[config.mk]
export PLATFORM = sky130hd
export DESIGN_NAME = cmd_phys_layer
export DESIGN_NICKNAME = d
export VERILOG_FILES = /design/src/rtl/cmd_phys_layer.sv
export SDC_FILE = /design/constraint.sdc
export NUM_CORES = 1
export LEC_CHECK = 0
export BUFFER_PORTS_ARGS = -buffer_cell sky130_fd_sc_hd__buf_2
export CAP_MARGIN = 20
export CORE_MARGIN = 5
export CORE_UTILIZATION = 60
export CTS_BUF_LIST = sky130_fd_sc_hd__clkbuf_16
export CTS_CLUSTER_SIZE = 10
export DETAILED_ROUTE_END_ITERATION = 10
export GPL_TIMING_DRIVEN = 0
export PLACE_DENSITY = 0.88
export SLEW_MARGIN = 20
export SYNTH_ARGS = -nofsm -noshare
export SYNTH_HDL_FRONTEND = slang
export SYNTH_SLANG_ARGS = --single-unit
export TNS_END_PERCENT = 100
[constraint.sdc]
create_clock -name clock -period 19.38 [get_ports clock]
set_input_delay 3.876 -clock clock [delete_from_list [all_inputs] [get_ports clock]]
set_output_delay 3.876 -clock clock [all_outputs]
set_load 0.03 [all_outputs]
[src/rtl/cmd_phys_layer.sv]
// SD host CMD physical layer.
// Takes a 40-bit command from the CMD control block and appends CRC7 and the
// end bit. Shifts the 48-bit frame out MSB first on the CMD pad, then captures
// the card's 48- or 136-bit response with optional response-start timeout.
// Every pad and handshake output is registered, so outputs follow the state
// register by one clock.
module cmd_phys_layer #(
  parameter int TIMEOUT_CYCLES = 64
) (
  input  logic         clock,
  input  logic         reset,
  input  logic         strobe_in,
  input  logic [39:0]  cmd_to_send,
  input  logic [1:0]   response_type,
  input  logic         timeout_enable,
  input  logic         ack_in,
  output logic         strobe_out,
  output logic         ack_out,
  output logic [127:0] cmd_response,
  output logic         time_out,
  output logic         crc_error,
  input  logic         cmd_pin_in,
  output logic         cmd_pin_out,
  output logic         cmd_pin_oe
);

  localparam int TO_W = $clog2(TIMEOUT_CYCLES + 1);

  typedef enum logic [2:0] {
    S_IDLE,
    S_SEND,
    S_WAIT_RESP,
    S_RECEIVE,
    S_DONE,
    S_ACK
  } state_t;

  state_t         state_q;
  logic [47:0]    tx_q;
  logic [127:0]   rx_q;
  logic [7:0]     cnt_q;
  logic [TO_W-1:0] to_cnt_q;
  logic [1:0]     resp_type_q;
  logic           to_en_q;
  logic           armed_q;
  logic           strobe_out_q;
  logic           ack_out_q;
  logic [127:0]   cmd_response_q;
  logic           time_out_q;
  logic           crc_error_q;
  logic           pin_out_q;
  logic           pin_oe_q;

  logic [47:0]    tx_frame_d;
  logic           rx_crc_bad_d;
  logic [7:0]     rx_last_d;

  // CRC7, polynomial x^7 + x^3 + 1, zero initial value, MSB first.
  function automatic logic [6:0] crc7(input logic [39:0] data);
    logic [6:0] crc;
    logic       fb;
    crc = '0;
    for (int i = 39; i >= 0; i--) begin
      fb  = data[i] ^ crc[6];
      crc = {crc[5:0], 1'b0};
      if (fb) begin
        crc = crc ^ 7'h09;
      end
    end
    return crc;
  endfunction

  // Frame to transmit, CRC check of a short response, and the index of the
  // last response bit (start bit is index 0).
  always_comb begin
    tx_frame_d   = {cmd_to_send, crc7(cmd_to_send), 1'b1};
    rx_crc_bad_d = (crc7(rx_q[47:8]) != rx_q[7:1]);
    rx_last_d    = (resp_type_q == 2'b10) ? 8'd135 : 8'd47;
  end

  // Main transaction FSM with registered pad and handshake outputs.
  always_ff @(posedge clock or posedge reset) begin
    if (reset) begin
      state_q        <= S_IDLE;
      tx_q           <= '0;
      rx_q           <= '0;
      cnt_q          <= '0;
      to_cnt_q       <= '0;
      resp_type_q    <= '0;
      to_en_q        <= 1'b0;
      armed_q        <= 1'b1;
      strobe_out_q   <= 1'b0;
      ack_out_q      <= 1'b0;
      cmd_response_q <= '0;
      time_out_q     <= 1'b0;
      crc_error_q    <= 1'b0;
      pin_out_q      <= 1'b1;
      pin_oe_q       <= 1'b0;
    end else begin
      // A request is re-armed only once control has been seen idle, so a
      // strobe still held after the ack pulse cannot start a second command.
      if (!strobe_in) begin
        armed_q <= 1'b1;
      end

      case (state_q)
        S_IDLE: begin
          pin_oe_q     <= 1'b0;
          pin_out_q    <= 1'b1;
          strobe_out_q <= 1'b0;
          ack_out_q    <= 1'b0;
          cnt_q        <= '0;
          to_cnt_q     <= '0;
          if (strobe_in && armed_q) begin
            tx_q           <= tx_frame_d;
            resp_type_q    <= response_type;
            to_en_q        <= timeout_enable;
            rx_q           <= '0;
            cmd_response_q <= '0;
            time_out_q     <= 1'b0;
            crc_error_q    <= 1'b0;
            armed_q        <= 1'b0;
            state_q        <= S_SEND;
          end
        end

        S_SEND: begin
          pin_oe_q  <= 1'b1;
          pin_out_q <= tx_q[47];
          tx_q      <= {tx_q[46:0], 1'b1};
          if (cnt_q == 8'd47) begin
            cnt_q   <= '0;
            state_q <= (resp_type_q == 2'b00) ? S_DONE : S_WAIT_RESP;
          end else begin
            cnt_q <= cnt_q + 8'd1;
          end
        end

        S_WAIT_RESP: begin
          pin_oe_q  <= 1'b0;
          pin_out_q <= 1'b1;
          // The start bit takes priority over a timeout reached in the same cycle.
          if (!cmd_pin_in) begin
            rx_q    <= {rx_q[126:0], cmd_pin_in};
            cnt_q   <= 8'd1;
            state_q <= S_RECEIVE;
          end else if (to_en_q && (to_cnt_q == TO_W'(TIMEOUT_CYCLES - 1))) begin
            time_out_q <= 1'b1;
            state_q    <= S_DONE;
          end else begin
            to_cnt_q <= to_cnt_q + TO_W'(1);
          end
        end

        S_RECEIVE: begin
          pin_oe_q  <= 1'b0;
          pin_out_q <= 1'b1;
          rx_q      <= {rx_q[126:0], cmd_pin_in};
          if (cnt_q == rx_last_d) begin
            cnt_q   <= '0;
            state_q <= S_DONE;
          end else begin
            cnt_q <= cnt_q + 8'd1;
          end
        end

        S_DONE: begin
          pin_oe_q  <= 1'b0;
          pin_out_q <= 1'b1;
          if (!strobe_out_q) begin
            // First DONE cycle: publish the result together with strobe_out.
            strobe_out_q <= 1'b1;
            if (!time_out_q) begin
              case (resp_type_q)
                2'b00: begin
                  cmd_response_q <= '0;
                  crc_error_q    <= 1'b0;
                end
                2'b10: begin
                  cmd_response_q <= rx_q;
                  crc_error_q    <= 1'b0;
                end
                default: begin
                  cmd_response_q <= {80'h0, rx_q[47:0]};
                  crc_error_q    <= rx_crc_bad_d;
                end
              endcase
            end
          end else if (ack_in) begin
            state_q <= S_ACK;
          end
        end

        S_ACK: begin
          pin_oe_q  <= 1'b0;
          pin_out_q <= 1'b1;
          if (!ack_out_q) begin
            strobe_out_q <= 1'b0;
            ack_out_q    <= 1'b1;
          end else begin
            ack_out_q <= 1'b0;
            state_q   <= S_IDLE;
          end
        end

        default: begin
          state_q <= S_IDLE;
        end
      endcase
    end
  end

  assign strobe_out   = strobe_out_q;
  assign ack_out      = ack_out_q;
  assign cmd_response = cmd_response_q;
  assign time_out     = time_out_q;
  assign crc_error    = crc_error_q;
  assign cmd_pin_out  = pin_out_q;
  assign cmd_pin_oe   = pin_oe_q;

endmodule

==> results of run 1 <==
==> sequential cells by signal (all words and copies together), names as in the netlist, 2 cells and up <==
signal	cells
cmd_response	128
to_cnt_q	7
tx_q	48
rx_q	128
resp_type_q	2
state_q	3
cnt_q	8
==> worst max-delay path by stage <==
stage               start  cells past startpoint                to
2_1_floorplan       reset                      1           ack_out
3_3_place_gp        reset                      2  cmd_response[27]
3_5_place_dp   cmd_pin_in                      9          rx_q[20]
4_1_cts        cmd_pin_in                      9          rx_q[20]
5_1_grt        cmd_pin_in                      9          rx_q[37]
6_report       cmd_pin_in                      9          rx_q[30]
==> layout make-up <==
cell class | count | area, um^2 | share of cell area, %
plain buffers | 106 | 399 | 2.29
repair buffers | 184 | 988 | 5.66
multi-input cells | 1179 | 6260 | 35.8
clock buffers | 39 | 976 | 5.59
flip-flops and latches | 332 | 8310 | 47.6
inverters | 5 | 26.3 | 0.150
well taps | 324 | 405 | 2.32
clock inverters | 9 | 101 | 0.580
==> cell usage after synthesis (all sizes together), types with 2 or more instances <==
master and n:
ha 2, nand4 3, o21ai 24, inv 5, xor2 31, or3 4, o31ai 3, dfrtp 330
nor3 2, a22oi 45, xor3 2, a21o 3, clkbuf 95, nor3b 2, nand3 262, nand2 623
buf 11, xnor3 23, or2 5, o2111ai 2, dfstp 2, mux2i 5, and3 5, a32o 3
nand2b 4, a21oi 8, nor2b 3, xnor2 82, nor2 22
==> logic make-up (layout without fill, tap and decap cells) <==
group	count (synthesis)	in the layout	share of synthesized area, %
buf+inv	111	343	2.79
flops	332	332	55.5
xor+xnor	138	138	10.6
compound gates	96	96	4.39
fa+ha+maj	2	2	0.167
simple gates	938	938	26.3
mux	5	5	0.334
==> metal layers <==
metal | share of wire (%) | wire length [um]
met3 | 6.9 | 2550
met2 | 49 | 18300
met1 | 40 | 14700
met5 | 0.068 | 25
met4 | 3.8 | 1420
==> critical path, delay by kind of cell <==
| kind | cells | cell delay (ns) |
|---|---|---|
| and+or+nand+nor | 4 | 1.25 |
| buffers and inverters | 4 | 1.10 |
| AOI/OAI and AO/OA | 1 | 0.07 |
==> per-stage QoR <==
stage / instances / setup WS, ns / hold slack [ns] / area (um^2) / power [mW]
floorplan: 1622 / 6.31 / 0.438 / 15000 / 1.26
global placement: 2127 / 3.21 / 0.445 / 16300 / 1.41
detailed placement: 2130 / 12.95 / 0.450 / 16400 / 1.43
CTS: 2178 / 13.54 / 0.462 / 17500 / 2.08
global route: 2178 / 13.32 / 0.471 / 17500 / 2.19
finish: 2178 / 13.53 / 0.458 / 17500 / 2.08
==> power groups by stage <==
| stage | logic (mW) | registers [mW] | clock network (mW) |
|---|---|---|---|
| 6_report | 0.635 | 0.798 | 0.643 |
| 5_1_grt | 0.705 | 0.804 | 0.685 |
| 3_3_place_gp | 0.603 | 0.805 | 0 |
| 4_1_cts | 0.632 | 0.796 | 0.652 |
| 2_1_floorplan | 0.457 | 0.806 | 0 |
| 3_5_place_dp | 0.627 | 0.806 | 0 |
==> flow_metrics.tcl, run 1 <==
set metrics [dict create \
    grt_pass1_vias 12600 \
    use_met1_pct 34.5 \
    ys_seq_elements 332 \
    layout_min_cycle_time_ns 5.85 \
    io_buffers 181 \
    p_switching_uw 753 \
    dr.pass1.iters 5 \
    fillers 1768 \
    start_util_pct 61.3 \
    min_path_cells 2 \
    hold_buffers 0 \
    cpPeakStageDelay_ns 0.79 \
    post_cts_resized 0 \
    pin_count 182 \
    layout_common_cells "623 x nand2_1, 330 x dfrtp_1, 262 x nand3_1" \
    overflow 0 \
    routed_via_density 5.69 \
    grt_max_degree 109 \
    crit_chain "buf_2 -> nor2b_1 -> inv_1 -> a32oi_1 -> nor2_1 -> clkbuf_1 -> clkbuf_1 -> nand3_1 -> nand2_1" \
    seq_area_frac_synth_pct 55.5 \
    rows 57 \
    min_path_type "flop to flop" \
    rsz0062_at_grt "no" \
    crit_path_frequent_cell "clkbuf_1" \
    clkTransAtPathRegs_ns 0.05 \
    path_class "input port to flop" \
    clock-sinks 332 \
    cts_made_buffers 39 \
    syn_area_mm2 0.0150 \
    grt_use_total_pct 26.5 \
    initialDrtViolationCount 1308 \
    pwr-share-comb_pct 30.6 \
    die_y_um 168 \
    finalNetCount 1897 \
    antenna_left 0 \
    min_to "cmd_response[98]" \
    cts_max_level 2 \
    cp_slowest_cell "nor2_1" \
    synth_top_cell_area_share_pct 55.1 \
    fmax_mhz 171 \
    place_hpwl_um 25400 \
    synth-edff-count 0 \
    setup-tns-final_ns 0 \
    maxSlewViolCount 0 \
    hold_start "cmd_response[98]" \
    skew_ns 0.0166 \
    leakage_nw 9.69 \
    grt.busiest_layer "met2" \
    core-area_mm2 0.0245 \
    avgSynthCellArea_um2 9.24 \
    grt_pass1_wl_um 62600 \
    clk_path_buf_depth 3 \
    swShare_pct 36.3 \
    setup_viol 0 \
    place_congestion 0.883 \
    clkPwrFrac_pct 31.0 \
    synth_area_leader_cell "dfrtp_1" \
    power.internal_mw 1.32 \
    rr_startpoint "state_q[1]" \
    ys_async_sr_fraction_pct 100 \
    cts_root_buf "clkbuf_16" \
    syn_to_final_growth_pct 16.5 \
    setup.worst_path.end_class "flop" \
    power_density_mw_per_mm2 119 \
    seqPwrFrac_pct 38.4 \
    cts_tree "built" \
    period_share_pct 30.2 \
    ys_top_cells_by_area "dfrtp_1 55%, nand2_1 16%, nand3_1 8.8%" \
    totalWireLength_um 37000 \
    cp.required_ns 19.84 \
    cts_setup_buffers 0 \
    drc 0 \
    synth-main-ff-cell "dfrtp_1" \
    worstSetupStartpointType "input port" \
    postSynthCellCount 1622 \
    groute.layer.met3.usage_pct 5.39 \
    gr-usage-met2_pct 44.6 \
    cap_violations 0 \
    yosysWarnings 0 \
    max_slew_margin_pct 31.3 \
    finalHoldViolations 0 \
    worst_pin_slew_ns 1.02 \
    post_drt_wl_per_cell_um 17.0 \
    die_width_um 168 \
    final_core_util_pct 71.4 \
    syn_nets 1672 \
    die-area_mm2 0.0282 \
    timing.rr.end "cmd_response[20]" \
    drive_above_1_share_pct 13.1 \
    num_antenna_cells 0 \
    regToRegSetupSlack_ns 15.88 \
    antenna_found_initial 2 \
    layout_commonest_cell "nand2_1" \
    ir_drop_mv 0.111 \
    r2r_cells 9 \
    status "finished, final reports clean" \
    synth_cell_types 45 \
    crit_fanout 10 \
    critPathArrivalTime_ns 6.31 \
    clock_latency_ns 0.53 \
    num_vias 12400 \
]
(Power assumes the default switching activity.)
==> inputs of run 2 (changes only) <==
--- a/config.mk
+++ b/config.mk
@@ -8,12 +8,12 @@
 export BUFFER_PORTS_ARGS = -buffer_cell sky130_fd_sc_hd__buf_2
 export CAP_MARGIN = 20
 export CORE_MARGIN = 5
-export CORE_UTILIZATION = 60
+export CORE_UTILIZATION = 53
 export CTS_BUF_LIST = sky130_fd_sc_hd__clkbuf_16
 export CTS_CLUSTER_SIZE = 10
 export DETAILED_ROUTE_END_ITERATION = 10
 export GPL_TIMING_DRIVEN = 0
-export PLACE_DENSITY = 0.88
+export PLACE_DENSITY = 0.83
 export SLEW_MARGIN = 20
 export SYNTH_ARGS = -nofsm -noshare
 export SYNTH_HDL_FRONTEND = slang
==> constraint.sdc (replaced) <==
create_clock -name clock -period 5.1 [get_ports clock]
set_input_delay 1.02 -clock clock [delete_from_list [all_inputs] [get_ports clock]]
set_output_delay 1.02 -clock clock [all_outputs]
set_load 0.03 [all_outputs]
==> flow_metrics.tcl, run 2 (synthesis results as in run 1) <==
set metrics [dict create \
    cp.required_ns 5.55 \
    skew_ns 0.0130 \
    worst-path-stages 9 \
    place_hpwl_um 25900 \
    fin_hold_ws_ns 0.456 \
    cp-startpoint "state_q[1]" \
    use_met1_pct 31.0 \
    routed_via_density 5.38 \
    clock_latency_ns 0.53 \
    crit_family "buffers and inverters" \
    grt_pass1_vias 12100 \
    fmax_mhz 318 \
    rows 61 \
    overflow 0 \
    dr.pass1.iters 7 \
    rsz0062_at_grt "no" \
    max_slew_margin_pct 35.6 \
    start_util_pct 53.8 \
    cts_made_buffers 39 \
    crit_path_frequent_cell "clkbuf_1" \
    grt_pass1_wl_um 60100 \
    grt_max_degree 37 \
    cp-endpoint "cmd_response[49]" \
    min_path_type "flop to flop" \
    cap_violations 0 \
    place_congestion 0.852 \
    layout_commonest_cell "nand2_1" \
    groute.layer.met3.usage_pct 5.09 \
    path_buf_inv 4 \
    hold_start "cmd_response[26]" \
    syn_to_final_growth_pct 17.6 \
    cp_slowest_cell "clkbuf_1" \
    hold_buffers 0 \
    crit_fanout 10 \
    timing.rr.end "cmd_response[49]" \
    drc 0 \
    finalNetCount 1904 \
    num_vias 12100 \
    post_cts_resized 0 \
    final_core_util_pct 63.2 \
    rr_startpoint "state_q[1]" \
    setup_viol 0 \
    setup-tns-final_ns 0 \
    antenna_found_initial 2 \
    cts_setup_buffers 0 \
    leakage_nw 9.74 \
    post_drt_wl_per_cell_um 16.2 \
    clock-sinks 332 \
    totalWireLength_um 36200 \
    crit_chain "clkbuf_1 -> nor3_2 -> nor2b_1 -> clkbuf_1 -> nor2_1 -> clkbuf_1 -> clkbuf_1 -> nand2_1 -> nand2_1" \
    worst_pin_slew_ns 0.966 \
    cts_max_level 2 \
    layout_common_cells "623 x nand2_1, 330 x dfrtp_1, 262 x nand3_1" \
    grt_use_total_pct 23.2 \
    worstSetupStartpointType "flop" \
    gr-usage-met2_pct 38.2 \
    pin_count 182 \
    path_class "flop to flop" \
    cpPeakStageDelay_ns 0.77 \
    maxSlewViolCount 0 \
    die_y_um 178 \
    antenna_left 0 \
    power_density_mw_per_mm2 444 \
    cts_tree "built" \
    r2r_cells 9 \
    cts_root_buf "clkbuf_16" \
    regToRegSetupSlack_ns 1.95 \
    critPathArrivalTime_ns 3.60 \
    io_buffers 181 \
    period_share_pct 61.7 \
    drive_above_1_share_pct 13.4 \
    core-area_mm2 0.0279 \
    clkTransAtPathRegs_ns 0.06 \
    die_width_um 178 \
    setup.worst_path.end_class "flop" \
    die-area_mm2 0.0317 \
    status "finished, final reports clean" \
    ir_drop_mv 0.338 \
    num_antenna_cells 0 \
    finalHoldViolations 0 \
    grt.busiest_layer "met2" \
    fillers 2262 \
    initialDrtViolationCount 1043 \
    layout_min_cycle_time_ns 3.15 \
    clk_path_buf_depth 3 \
]
-- run 2: cell types whose count changed in the layout (fill, tap and decap cells not counted), moves of 2 or more --
cell / delta
clkinv_8: -2
buf_16: -2
inv_1: +2
buf_12: +9
-- run 2: how the worst min path moves through the flow --
stage                                   end  slack [ns]  cells past startpoint
after floorplan                   rx_q[127]        0.44                      2
after global placement     cmd_response[33]        0.45                      2
after detailed placement   cmd_response[31]        0.45                      2
after CTS                  cmd_response[31]        0.46                      2
after global routing      cmd_response[101]        0.48                      2
final                      cmd_response[26]        0.46                      2
-- run 2: layout make-up --
type | count | area [um^2] | area share [%]
Sequential cell | 332 | 8310 | 47.2
Multi-Input combinational cell | 1179 | 6260 | 35.6
Timing Repair Buffer | 191 | 1110 | 6.32
Clock buffer | 39 | 976 | 5.54
Tap cell | 378 | 473 | 2.68
Buffer | 106 | 399 | 2.27
Clock inverter | 10 | 60.1 | 0.341
Inverter | 5 | 22.5 | 0.128
-- run 2: through the flow --
step                total power [mW]  instances  setup slack (ns)  cell area, um^2
detailed placement              5.48       2191              1.45            16600
global route                    8.31       2240              1.68            17600
floorplan                       4.80       1622            -0.353            15000
CTS                             7.87       2240              1.62            17600
finish                          7.82       2240              1.95            17600
global placement                5.37       2181             -2.09            16400
-- run 2: report_power, final --
group          internal [mW]  total, mW  switching, mW  leakage, nW
sequential              2.88       3.03          0.153         4.55
clock                   1.36       2.37           1.01        0.532
combinational          0.740       2.42           1.68         4.66
total                   4.98       7.82           2.84         9.74
-- run 2: layer usage --
metal / part of all wire (%) / vias up
met3: 6.7 / 74
met2: 48 / 382
li1: - / 5767
met4: 2.7 / 4
met1: 42 / 5828
met5: 0.094 / -
-- run 2: worst reg2reg max path: stages, from the launching register on --
cell      delay, ns
dfrtp_1        0.32
clkbuf_1       0.30
nor3_2         0.19
nor2b_1        0.18
clkbuf_1       0.23
nor2_1         0.46
clkbuf_1       0.78
clkbuf_1       0.43
nand2_1        0.12
nand2_1        0.07
==> inputs of run 3 (changes only) <==
--- a/config.mk
+++ b/config.mk
@@ -8,12 +8,12 @@
 export BUFFER_PORTS_ARGS = -buffer_cell sky130_fd_sc_hd__buf_2
 export CAP_MARGIN = 20
 export CORE_MARGIN = 5
-export CORE_UTILIZATION = 53
+export CORE_UTILIZATION = 58
 export CTS_BUF_LIST = sky130_fd_sc_hd__clkbuf_16
 export CTS_CLUSTER_SIZE = 10
 export DETAILED_ROUTE_END_ITERATION = 10
 export GPL_TIMING_DRIVEN = 0
-export PLACE_DENSITY = 0.83
+export PLACE_DENSITY = 0.86
 export SLEW_MARGIN = 20
 export SYNTH_ARGS = -nofsm -noshare
 export SYNTH_HDL_FRONTEND = slang
==> constraint.sdc (replaced) <==
create_clock -name clock -period 3.2 [get_ports clock]
set_input_delay 0.64 -clock clock [delete_from_list [all_inputs] [get_ports clock]]
set_output_delay 0.64 -clock clock [all_outputs]
set_load 0.03 [all_outputs]
==> flow_metrics.tcl, run 3 (synthesis results as in run 1) <==
set metrics [dict create \
    syn_to_final_growth_pct 17.6 \
    place_hpwl_um 26000 \
    post_drt_wl_per_cell_um 16.8 \
    io_buffers 181 \
    cts_tree "built" \
    initialDrtViolationCount 1081 \
    setup-tns-final_ns 0 \
    clock_latency_ns 0.52 \
    die-area_mm2 0.0292 \
    routed_via_density 5.57 \
    clock-sinks 332 \
    place_ws_ns -0.174 \
    num_antenna_cells 0 \
    grt_use_total_pct 25.6 \
    num_vias 12200 \
    totalWireLength_um 36900 \
    r2r_cells 9 \
    path_class "flop to flop" \
    drc 0 \
    antenna_found_initial 3 \
    setup.worst_path.end_class "flop" \
    drive_above_1_share_pct 13.6 \
    cap_violations 0 \
    die_y_um 171 \
    finalNetCount 1906 \
    clkTransAtPathRegs_ns 0.05 \
    setup_ws_ns 0.154 \
    clk_path_buf_depth 3 \
    cts_setup_buffers 0 \
    layout_common_cells "623 x nand2_1, 330 x dfrtp_1, 262 x nand3_1" \
    start_util_pct 59.2 \
    critPathArrivalTime_ns 3.50 \
    fin_hold_ws_ns 0.145 \
    cts_root_buf "clkbuf_16" \
    p_total_mw 12.6 \
    leakage_nw 9.78 \
    regToRegSetupSlack_ns 0.15 \
    place_congestion 0.876 \
    rr_startpoint "state_q[0]" \
    cp.required_ns 3.65 \
    rows 58 \
    grt_pass1_vias 12500 \
    layout_min_cycle_time_ns 3.05 \
    cts_max_level 2 \
    max_slew_margin_pct 33.4 \
    crit_fanout 10 \
    worstSetupStartpointType "flop" \
    antenna_left 0 \
    rsz0062_at_grt "no" \
    period_share_pct 95.2 \
    finalHoldViolations 0 \
    min_path_type "input port to asynchronous set/reset pin" \
    pin_count 182 \
    layout_commonest_cell "nand2_1" \
    timing.rr.end "cmd_response[51]" \
    maxSlewViolCount 0 \
    grt_pass1_wl_um 61500 \
    final_core_util_pct 69.6 \
    hold_buffers 0 \
    fmax_mhz 328 \
    overflow 0 \
    power_density_mw_per_mm2 712 \
    worst_pin_slew_ns 0.999 \
    dr.pass1.iters 6 \
    ir_drop_mv 0.638 \
    die_width_um 171 \
    setup_viol 0 \
    cts_made_buffers 39 \
    skew_ns 0.0178 \
    core-area_mm2 0.0253 \
    grt_max_degree 36 \
    status "finished, final reports clean" \
]
## run 3: changes by cell type in the layout (fill, tap and decap cells not counted), sizes merged
cell / previous run / this run
clkbuf: 134 / 135
buf: 202 / 204
## run 3: worst max-delay path by stage
stage	start	endpoint	cells after the start
4_1_cts	state_q[1]	cmd_response[62]	9
5_1_grt	state_q[0]	rx_q[38]	9
3_5_place_dp	state_q[1]	cmd_response[41]	9
6_report	state_q[0]	cmd_response[51]	9
3_3_place_gp	reset	cmd_response[101]	2
2_1_floorplan	reset	ack_out	1
## run 3: area by class of cell
| type | count | area (um^2) |
|---|---|---|
| buffer | 106 | 400 |
| clock buffer | 40 | 1000 |
| clock inverter | 10 | 56.3 |
| fill | 1901 | 7700 |
| inverter | 5 | 22.5 |
| multi-input combinational | 1179 | 6270 |
| sequential | 332 | 8310 |
| tap | 330 | 413 |
| timing repair buffer | 193 | 1160 |
## run 3: worst max-delay path, cell delays in order, from the launching register on
cell,delay [ns]
dfrtp_1,0.41
clkbuf_1,0.24
nor2_1,0.28
nand2_1,0.20
nor3_1,0.21
or2_2,0.15
clkbuf_1,0.74
clkbuf_1,0.45
nand3_1,0.19
nand2_1,0.11
## run 3: metal layers
layer  routed length, um  up-vias  track usage (%)
li1                    -     5794                -
met1               14900     5893             33.4
met2               18300      425             43.7
met3                2500       99             4.76
met4                1110        6             8.61
met5                  28        -                0
## run 3: through the flow
stage / std cells / area (um^2)
2_1_floorplan: 1622 / 15000
4_1_cts: 2194 / 17600
6_report: 2195 / 17600
3_5_place_dp: 2144 / 16500
3_3_place_gp: 2133 / 16300
5_1_grt: 2195 / 17600
## run 3: what timing repair did
item / 4_1_cts / 5_1_grt
gates resized for setup: 1 / 4
pin swaps: 0 / 0
endpoints found under the setup margin: 100 / 100
## run 3: power by group
| group | total (mW) | leakage, nW | switching [mW] | internal (mW) |
|---|---|---|---|---|
| clock | 3.82 | 0.546 | 1.60 | 2.21 |
| sequential | 4.84 | 4.55 | 0.251 | 4.59 |
| combinational | 3.90 | 4.68 | 2.70 | 1.19 |
| total | 12.6 | 9.78 | 4.56 | 8.00 |
